### src/rtl/fetch_unit.sv
// Instruction fetch stage: PC owner, single-outstanding imem requester and
// a small instruction/PC buffer feeding decode over valid/ready.
`timescale 1ns / 1ps

module fetch_unit #(
    parameter int unsigned             DataWidth = 32,
    parameter logic [DataWidth-1:0]    ResetPc   = '0,
    parameter int unsigned             FifoDepth = 2
) (
    input  logic                 clk_i,
    input  logic                 rst_ni,
    output logic                 imem_req_o,
    output logic [DataWidth-1:0] imem_addr_o,
    input  logic                 imem_gnt_i,
    input  logic                 imem_rvalid_i,
    input  logic [DataWidth-1:0] imem_rdata_i,
    input  logic                 redirect_i,
    input  logic [DataWidth-1:0] redirect_pc_i,
    output logic                 instr_valid_o,
    output logic [DataWidth-1:0] instr_o,
    output logic [DataWidth-1:0] instr_pc_o,
    input  logic                 instr_ready_i
);

    localparam int unsigned PtrW = (FifoDepth > 1) ? $clog2(FifoDepth) : 1;
    localparam int unsigned CntW = $clog2(FifoDepth + 1);

    typedef enum logic [1:0] {
        StIdle,
        StWait,
        StDrop
    } state_e;

    state_e                 state_q, state_d;
    logic [DataWidth-1:0]   pc_q, pc_d;
    logic [DataWidth-1:0]   req_pc_q, req_pc_d;
    logic                   req_en_q;
    logic [PtrW-1:0]        wr_ptr_q, wr_ptr_d;
    logic [PtrW-1:0]        rd_ptr_q, rd_ptr_d;
    logic [CntW-1:0]        cnt_q, cnt_d;
    logic [DataWidth-1:0]   fifo_instr_q [FifoDepth];
    logic [DataWidth-1:0]   fifo_pc_q    [FifoDepth];

    logic                   req;
    logic                   push;
    logic                   pop;
    logic                   unused_redirect_lsb;

    // Redirect targets are forced word aligned; the low bits are ignored.
    assign unused_redirect_lsb = ^redirect_pc_i[1:0];

    // Issue only from IDLE with a guaranteed free slot for the response.
    assign req  = req_en_q && (state_q == StIdle) && (cnt_q < CntW'(FifoDepth)) && !redirect_i;
    assign push = (state_q == StWait) && imem_rvalid_i && !redirect_i;
    assign pop  = (cnt_q != '0) && instr_ready_i && !redirect_i;

    assign imem_req_o    = req;
    assign imem_addr_o   = pc_q;
    assign instr_valid_o = (cnt_q != '0);
    assign instr_o       = instr_valid_o ? fifo_instr_q[rd_ptr_q] : '0;
    assign instr_pc_o    = instr_valid_o ? fifo_pc_q[rd_ptr_q] : '0;

    // Next-state: fetch FSM, PC and request bookkeeping.
    always_comb begin
        state_d  = state_q;
        pc_d     = pc_q;
        req_pc_d = req_pc_q;
        if (redirect_i) begin
            pc_d = {redirect_pc_i[DataWidth-1:2], 2'b00};
            unique case (state_q)
                StIdle:         state_d = StIdle;
                StWait, StDrop: state_d = imem_rvalid_i ? StIdle : StDrop;
                default:        state_d = StIdle;
            endcase
        end else begin
            unique case (state_q)
                StIdle: begin
                    if (req && imem_gnt_i) begin
                        req_pc_d = pc_q;
                        pc_d     = pc_q + DataWidth'(4);
                        state_d  = StWait;
                    end
                end
                StWait:  if (imem_rvalid_i) state_d = StIdle;
                StDrop:  if (imem_rvalid_i) state_d = StIdle;
                default: state_d = StIdle;
            endcase
        end
    end

    // Next-state: buffer pointers and occupancy, flushed on redirect.
    always_comb begin
        wr_ptr_d = wr_ptr_q;
        rd_ptr_d = rd_ptr_q;
        cnt_d    = cnt_q;
        if (redirect_i) begin
            wr_ptr_d = '0;
            rd_ptr_d = '0;
            cnt_d    = '0;
        end else begin
            if (push) begin
                wr_ptr_d = (wr_ptr_q == PtrW'(FifoDepth - 1)) ? '0 : wr_ptr_q + 1'b1;
            end
            if (pop) begin
                rd_ptr_d = (rd_ptr_q == PtrW'(FifoDepth - 1)) ? '0 : rd_ptr_q + 1'b1;
            end
            if (push && !pop) begin
                cnt_d = cnt_q + 1'b1;
            end else if (pop && !push) begin
                cnt_d = cnt_q - 1'b1;
            end
        end
    end

    // Control state registers; request enable rises one edge after reset release.
    always_ff @(posedge clk_i or negedge rst_ni) begin
        if (!rst_ni) begin
            state_q  <= StIdle;
            pc_q     <= ResetPc;
            req_pc_q <= '0;
            req_en_q <= 1'b0;
            wr_ptr_q <= '0;
            rd_ptr_q <= '0;
            cnt_q    <= '0;
        end else begin
            state_q  <= state_d;
            pc_q     <= pc_d;
            req_pc_q <= req_pc_d;
            req_en_q <= 1'b1;
            wr_ptr_q <= wr_ptr_d;
            rd_ptr_q <= rd_ptr_d;
            cnt_q    <= cnt_d;
        end
    end

    // Buffer storage; contents are only observed through the valid-gated outputs.
    always_ff @(posedge clk_i) begin
        if (push) begin
            fifo_instr_q[wr_ptr_q] <= imem_rdata_i;
            fifo_pc_q[wr_ptr_q]    <= req_pc_q;
        end
    end

endmodule

### config.mk
export PLATFORM = sky130hd
export DESIGN_NAME = fetch_unit
export DESIGN_NICKNAME = d
export VERILOG_FILES = /design/src/rtl/fetch_unit.sv
export SDC_FILE = /design/constraint.sdc
export NUM_CORES = 1
export LEC_CHECK = 0
export CORE_MARGIN = 2
export CORE_UTILIZATION = 50
export DETAILED_ROUTE_END_ITERATION = 10
export PLACE_DENSITY_LB_ADDON = 0.05
export SYNTH_ARGS = -nofsm -noshare
export SYNTH_HDL_FRONTEND = slang
export SYNTH_SLANG_ARGS = --single-unit
### constraint.sdc
create_clock -name clk_i -period 14.65 [get_ports clk_i]
set_clock_uncertainty 0.1 [all_clocks]
set_input_delay 4.395 -clock clk_i [delete_from_list [all_inputs] [get_ports clk_i]]
set_output_delay 4.395 -clock clk_i [all_outputs]
set_load 0.02 [all_outputs]
# After elaboration in Yosys (flattened, before gate mapping)
# Memories as Yosys holds them, arrays and structs flattened.
# Index checks and enable logic that the tools add are counted.
[word_totals]
mem_bits_rw = 128
regBits = 71
n_memories = 2
output_inout_bits = 98
[classes]
n_reduce_logical = 24
n_bitwise = 1
n_addsub = 5
n_mux = 22
n_eq_ne = 4
n_lt_le_gt_ge = 1
[memory_table]
columns = ["memory", "depth", "width", "read_ports", "rd_ports_with_merged_regs", "write_ports", "line_no", "rtl"]
rows = [
  ["fifo_instr_q", 2, 32, 1, 0, 1, "41", "logic [DataWidth-1:0] fifo_instr_q [FifoDepth];"],
  ["fifo_pc_q", 2, 32, 1, 0, 1, "42", "logic [DataWidth-1:0] fifo_pc_q [FifoDepth];"],
]
[op_table]
columns = ["op", "count"]
rows = [
  ["$mux 32", 5],
  ["$add 32x3->32 const B", 1],
  ["$mux 2", 8],
  ["$logic_and 1x1->1", 10],
  ["$reduce_bool 2->1", 5],
  ["$mux 1", 8],
  ["$pmux 2 s2", 1],
  ["$reduce_and 2->1", 2],
  ["$logic_not 1->1", 3],
  ["$ne 3x1->1 const B", 1],
  ["$ne 3x2->1 const B", 1],
  ["$reduce_and 3->1", 1],
  ["$reduce_bool 3->1", 1],
  ["$add 1x1->1 const B", 2],
  ["$add 2x1->2 const B", 1],
  ["$eq 2x1->1 const B", 1],
  ["$eq 2x2->1 const B", 1],
  ["$logic_not 2->1", 1],
  ["$lt 2x2->1 const B", 1],
  ["$reduce_or 2->1", 1],
  ["$sub 2x1->2 const B", 1],
  ["$not 1->1", 1],
]

# Depth between registers and ports, before layout
# Gate-level depths: netlist of the first run.
[logic_depth]
word_depth = 8
depth_mapped = 9
mapped_depth_nobuf = 6

# Worst setup path before layout of the first run
# Ideal clock, no wire load.
[synth_path]
kind = "input port to flip-flop"
startpoint = "input port redirect_i"
endpoint = "memory fifo_instr_q[0][0] (enable)"
path_buffers = 3
arrival_time_ps = 9261
path_stages = 4
setup_ps = 559
setup_slack_ps = 4731
path_cell_list = "clkbuf_1 clkbuf_1 clkbuf_1 nor3_1"
[synth_via]
elab_chain_cells = 4
[synth_lines]
columns = ["element", "line_no", "rtl"]
rows = [
  ["from (decl)", "17", "input logic redirect_i,"],
  ["$logic_not 1->1", "54", "assign push = (state_q == StWait) && imem_rvalid_i && !redirect_i;"],
  ["$logic_and 1x1->1", "54", ""],
  ["$mux 1", "138", "if (push) begin"],
  ["$mux 1 (not written as such)", "139", "fifo_instr_q[wr_ptr_q] <= imem_rdata_i;"],
  ["to (decl)", "41", ""],
]
# Every way passes these cells.

# Worst setup path after layout of the first run
[layout_path]
startpoint = "input port redirect_i"
endpoint = "output port imem_req_o"
[layout_via]
elab_chain_cells = 2
[layout_lines]
columns = ["element", "line_no", "rtl"]
rows = [
  ["$logic_not 1->1", "53", "assign req = req_en_q && (state_q == StIdle) && (cnt_q < CntW'(FifoDepth)) && !redirect_i;"],
  ["$logic_and 1x1->1", "53", ""],
  ["to (decl)", "12", "output logic imem_req_o,"],
]
# Every way passes these cells.

==> results.ini, run 1 <==
[outcome]
status=completed

[placement]
dpl_cell_area_um2=9860
portBuffers=161
place_hpwl_um=11600
gp_congestion=0.812

[global_route]
overflow=0
antenna_found_initial=0
grt_pass1_vias=5280
grt_pass1_wl_um=27000
grt_max_degree=68
grt_usage=0.207

[clock_network]
clock_latency_ns=0.42
cts-htree-levels=4
cts-root-buf=clkbuf_16
cts_setup_buffers=0
ctsResizeCount=0
clockBufferDepth=2
clock_sinks=191
clkTransAtPathRegs_ns=0.06
ctsHoldBuffers=0
numCtsBuffers=17
cts_tree=done

[synthesis]
synth_area_leader_cell=edfxtp_1
ys_ff_latch=191
ys.flop_type=edfxtp_1
synth-compound-area-share=0.0625
synth_top_family_by_area=simple AND/OR/NAND/NOR gates
synth-xor-area-share=0.00651
synthArstFlopShare=0.351
synth_mux_area_frac=0.0781
synth_area_per_cell_um2=12.6
yosysTopAreaCellShare=0.461
synth_edf_count=124
yosysWarnings=0
ys_types=61
synthSimpleGateAreaFrac=0.150
netlist_area_um2=8070
synth_fa_ha_area_frac=0.00465
synth_area_leaders=edfxtp_1, dfrtp_1, mux2i_1, nand2_1, nor2_1
yosysSeqAreaShare=0.669
netlist_instances=640

[die]
initial_core_util=0.510
chipHeight_um=131
num_rows=46
core-area_um2=15800
fp.dieArea_um2=17200
ioPinCount=168
die_x_um=131

[worst_setup_path]
crit_family=buffers and inverters
cpMaxStageDelayCell=clkdlybuf4s50_1
slowest_delay_ns=0.64
cp_data_required_time_ns=10.15
reg2reg_slack_ns=11.83
end_kind=output pin
start_kind=input pin
critPathKind=input pin to output pin
critPathMaxFanout=40
arrival_ns=6.27
path_cells=clkdlybuf4s50_1 > buf_4 > nor4bb_2 > buf_4 > clkdlybuf4s50_1
critical_path_buf_inv_count=4

[drt]
finalWirelength_um=17800
post_drt_via_cell_ratio=5.43
vias=5556
ant_nets=0
dr.pass1.iters=5
drc=0
dr.first_iter.drc_count=422
wire_per_inst_um=17.3

[power_and_ir_drop]
vdd_drop_max_mv=0.0873
power_density_nw_per_um2=118
p_int_w=0.000921
pwr-share-seq=0.548
p_sw_w=0.000305
p_leak_nw=3.71
clockPowerShare=0.345
pwr-share-comb=0.108
switching_share=0.249

[timing]
setup_viol=0
slew_headroom=0.252
tightest_slew_ns=1.12
max_freq_ghz=0.0929
min_period_ns=10.76
drv_slew=0
setup_tns_ns=0
finalCritPeriodShare=0.735
rsz0062_at_grt=no
hold_violations=0

[final_layout]
n_antenna_cell=0
design_area_um2=10400
num-nets-final=868
drive_gt1_frac=0.0656
area_growth_pct=28.9
final_common_cell=clkdlybuf4s50_1
layout_common_cells=clkdlybuf4s50_1, edfxtp_1, nand2_1

[run]
maxCapViolCount=0

[hold_path]
hold_class=flip-flop to flip-flop

[Yosys cell counts (10+ instances only)]
cell type	n
edfxtp_1	124
a21oi_1	10
inv_1	10
and4_1	10
mux2i_1	63
clkbuf_1	23
or4_1	10
nor2_1	80
nand2_1	107
dfrtp_1	67
o21ai_0	10
nand3_1	10
[per-layer routing]
metal / wire length [µm] / part of all wire / track usage / vias up
li1: - / - / - / 2643
met2: 8280 / 0.47 / 0.324 / 189
met3: 1050 / 0.059 / 0.0430 / 17
met4: 287 / 0.016 / 0.0832 / 0
met1: 8140 / 0.46 / 0.287 / 2707
met5: 0 / 0 / 0 / -
[power by group through the flow]
stage / sequential, W / clock [W] / combinational, W
after global routing: 0.000677 / 0.000454 / 0.000146
after floorplan: 0.000678 / 0 / 0.0000635
final: 0.000672 / 0.000423 / 0.000132
after global placement: 0.000678 / 0 / 0.000128
after detailed placement: 0.000682 / 0 / 0.000132
after CTS: 0.000671 / 0.000431 / 0.000133
[registers in the layout (all words and copies together), names as in the netlist]
register and flops:
req_pc_q 30, rd_ptr_q 1, imem_addr_o 30, wr_ptr_q 1, fifo_instr_q 64, state_q 2, req_en_q 1, fifo_pc_q 60
cnt_q 2
[final timing paths]
check | cells after the start | startpoint | end
max | 5 | redirect_i | imem_req_o
min | 0 | req_pc_q[4]$_DFFE_PN0P_ | fifo_pc_q[1][4]$_DFFE_PP_
max reg2reg | 8 | state_q[1]$_DFFE_PN0P_ | imem_addr_o[9]$_DFFE_PN0P_
min reg2reg | 0 | req_pc_q[4]$_DFFE_PN0P_ | fifo_pc_q[1][4]$_DFFE_PP_
max in group asynchronous | 1 | rst_ni | rd_ptr_q$_DFFE_PN0P_
min in group asynchronous | 1 | rst_ni | req_pc_q[11]$_DFFE_PN0P_
[worst reg2reg max path: cells and delay by family, from the launching register on]
kind,cells,cell delay (ns)
AO/OA/AOI/OAI,2,0.37
flip-flops,1,0.37
AND/OR/NAND/NOR,2,0.96
adder cells (fa/ha/maj),1,0.19
buffers and inverters,3,0.72
[cell type report]
cell class / count / area, µm²
fill: 1210 / 5420
timing repair buffer: 169 / 1670
sequential: 191 / 5400
multi-input combinational: 405 / 2470
tap: 216 / 270
clock buffer: 23 / 468
clock inverter: 9 / 76.3
inverter: 11 / 41.3
[cells by family after synthesis]
kind of cell | after synthesis
other cells | 2
mux | 63
flops | 191
compound gates | 70
xor+xnor | 6
simple gates | 258
buf+inv | 47
fa+ha+maj | 3
[stage by stage]
step / total power, W / instances / setup WS [ns] / hold WS (ns) / utilization
6_report: 0.00123 / 1024 / 3.89 / 0.372 / 0.657
5_1_grt: 0.00128 / 1024 / 3.81 / 0.385 / 0.657
4_1_cts: 0.00123 / 1024 / 3.89 / 0.370 / 0.657
3_5_place_dp: 0.000813 / 992 / 3.90 / 0.354 / 0.623
3_3_place_gp: 0.000806 / 992 / 3.88 / 0.350 / 0.623
2_1_floorplan: 0.000741 / 643 / 4.73 / 0.342 / -
No activity file was read; power rests on OpenSTA's default activity.
==> run 2, diff against run 1 <==
Settings changed: CORE_UTILIZATION 50 to 46.
Clock period 14.65 ns to 9.9 ns, I/O delays scaled along.
==> run 2 against run 1 <==
Compared with the run above:
- final cell count rose by 0.98%
- combinational power rose by 48%
- register-to-register slack got worse by 4.7 ns
- utilization fell by 5.1 points
- non-clock buffer count rose by 1
- final area rose by 0.45%
- total power rose by 50%
- largest cell class unchanged
- largest power group unchanged
==> results.ini, run 2 (same netlist as run 1, synthesis figures left out) <==
[power_and_ir_drop]
pwr-share-seq=0.538  ; was 0.548
p_int_w=0.00138  ; was 0.000921 W
vdd_drop_max_mv=0.125  ; was 0.0873 mV
p_leak_nw=3.74  ; was 3.71 nW
clockPowerShare=0.355  ; was 0.345
pwr-share-comb=0.106  ; was 0.108
power_density_nw_per_um2=176  ; was 118 nW/µm²
switching_share=0.251  ; was 0.249
p_sw_w=0.000462  ; was 0.000305 W

[drt]
dr.pass1.iters=4  ; was 5
wire_per_inst_um=17.5  ; was 17.3 µm
vias=5636  ; was 5556
post_drt_via_cell_ratio=5.45  ; was 5.43
ant_nets=0  ; unchanged
finalWirelength_um=18100  ; was 17800 µm
drc=0  ; unchanged
dr.first_iter.drc_count=462  ; was 422

[outcome]
status=completed  ; unchanged

[timing]
drv_slew=0  ; unchanged
tightest_slew_ns=1.14  ; was 1.12 ns
hold_violations=0  ; unchanged
min_period_ns=7.92
finalWorstSetupSlack_ns=1.98  ; was 3.89 ns
hold_ws_ns=0.373  ; was 0.372 ns
max_freq_ghz=0.126
setup_tns_ns=0  ; unchanged
setup_viol=0  ; unchanged
rsz0062_at_grt=no  ; unchanged
slew_headroom=0.240  ; was 0.252
finalCritPeriodShare=0.800

[final_layout]
reg_top3=fifo_instr_q x64, fifo_pc_q x60  ; unchanged
area_growth_pct=29.5  ; was 28.9%
drive_gt1_frac=0.0692  ; was 0.0656
n_antenna_cell=0  ; unchanged
largest_reg_flops=64  ; unchanged
multi_input_area_um2=2470  ; unchanged
final_common_cell=clkdlybuf4s50_1  ; unchanged
fillers=1380  ; was 1210
layout_common_cells=clkdlybuf4s50_1, edfxtp_1, nand2_1  ; unchanged
largest-register=fifo_instr_q  ; unchanged
num-nets-final=869  ; was 868
register_area_um2=5400  ; unchanged

[worst_setup_path]
end_kind=output pin  ; unchanged
critPathMaxFanout=40  ; unchanged
cp_data_required_time_ns=6.83  ; was 10.15 ns
critPathKind=input pin to output pin  ; unchanged
start_kind=input pin  ; unchanged
arrival_ns=4.85  ; was 6.27 ns

[die]
chipHeight_um=136  ; was 131 µm
num_rows=48  ; was 46
die_x_um=136  ; was 131 µm
core-area_um2=17200  ; was 15800 µm²
ioPinCount=168  ; unchanged
fp.dieArea_um2=18600  ; was 17200 µm²
initial_core_util=0.468  ; was 0.510

[clock_network]
ctsHoldBuffers=0  ; unchanged
numCtsBuffers=17  ; unchanged
ctsResizeCount=0  ; unchanged
clockBufferDepth=2  ; unchanged
clock_sinks=191  ; unchanged
cts_tree=done  ; unchanged
clkTransAtPathRegs_ns=0.07  ; was 0.06 ns
cts_setup_buffers=0  ; unchanged
clock_latency_ns=0.42  ; about the same
cts-root-buf=clkbuf_16  ; unchanged
cts-htree-levels=4  ; unchanged

[placement]
portBuffers=161  ; unchanged
dp_slack_ns=2.00  ; was 3.90 ns
gp_congestion=0.819  ; was 0.812
place_hpwl_um=11800  ; was 11600 µm

[run]
maxCapViolCount=0  ; unchanged

[global_route]
grt_pass1_vias=5433  ; was 5280
grt_max_degree=68  ; unchanged
antenna_found_initial=0  ; unchanged
overflow=0  ; unchanged
grt_usage=0.202  ; was 0.207
grt_pass1_wl_um=28700  ; was 27000 µm

[hold_path]
hold_class=flip-flop to flip-flop  ; unchanged

-- run 2: final timing paths --
kind | startpoint | to | slack (ns) | depth (start not counted)
setup / recovery | redirect_i | imem_req_o | 1.98 | 5
hold / removal | req_pc_q[13]$_DFFE_PN0P_ | fifo_pc_q[0][13]$_DFFE_PP_ | 0.37 | 0
setup reg to reg | state_q[0]$_DFFE_PN0P_ | imem_addr_o[9]$_DFFE_PN0P_ | 7.17 | 8
hold reg to reg | req_pc_q[13]$_DFFE_PN0P_ | fifo_pc_q[0][13]$_DFFE_PP_ | 0.37 | 0
max in group asynchronous | rst_ni | rd_ptr_q$_DFFE_PN0P_ | 6.40 | 2
min in group asynchronous | rst_ni | req_pc_q[12]$_DFFE_PN0P_ | 2.63 | 2
-- run 2: worst max-delay path: stages --
cell	delay, ns
clkdlybuf4s50_1	0.39
buf_4	0.27
nor4bb_2	0.33
buf_4	0.23
clkdlybuf4s50_1	0.64
-- run 2: power groups by stage --
stage	Sequential, W	Clock (W)	Combinational (W)
after CTS	0.000992	0.000671	0.000198
after floorplan	0.00100	0	0.0000940
after global routing	0.00100	0.000710	0.000218
after detailed placement	0.00101	0	0.000196
after global placement	0.00100	0	0.000191
final	0.000993	0.000655	0.000196
-- run 2: layout make-up --
| cell class | instances | area share |
|---|---|---|
| Sequential cell | 191 | 0.517 |
| Multi-Input combinational cell | 405 | 0.237 |
| Timing Repair Buffer | 170 | 0.160 |
| Clock buffer | 22 | 0.0465 |
| Tap cell | 225 | 0.0269 |
| Clock inverter | 10 | 0.00850 |
| Inverter | 11 | 0.00395 |
-- run 2: metal layers --
| layer | global-route usage | up-vias | share of wire |
|---|---|---|---|
| li1 | - | 2644 | - |
| met1 | 0.274 | 2779 | 0.44 |
| met3 | 0.0522 | 15 | 0.072 |
| met5 | 0 | - | 0 |
| met2 | 0.322 | 198 | 0.48 |
| met4 | 0.0596 | 0 | 0.0082 |
-- run 2: metrics by stage --
stage,utilization,power (W),cell area (µm²),cells
final,0.606,0.00184,10500,1034
after global routing,0.606,0.00193,10500,1034
after CTS,0.606,0.00186,10500,1034
after detailed placement,0.573,0.00120,9880,1002
after global placement,0.573,0.00119,9880,1002
after floorplan,-,0.00110,8080,643
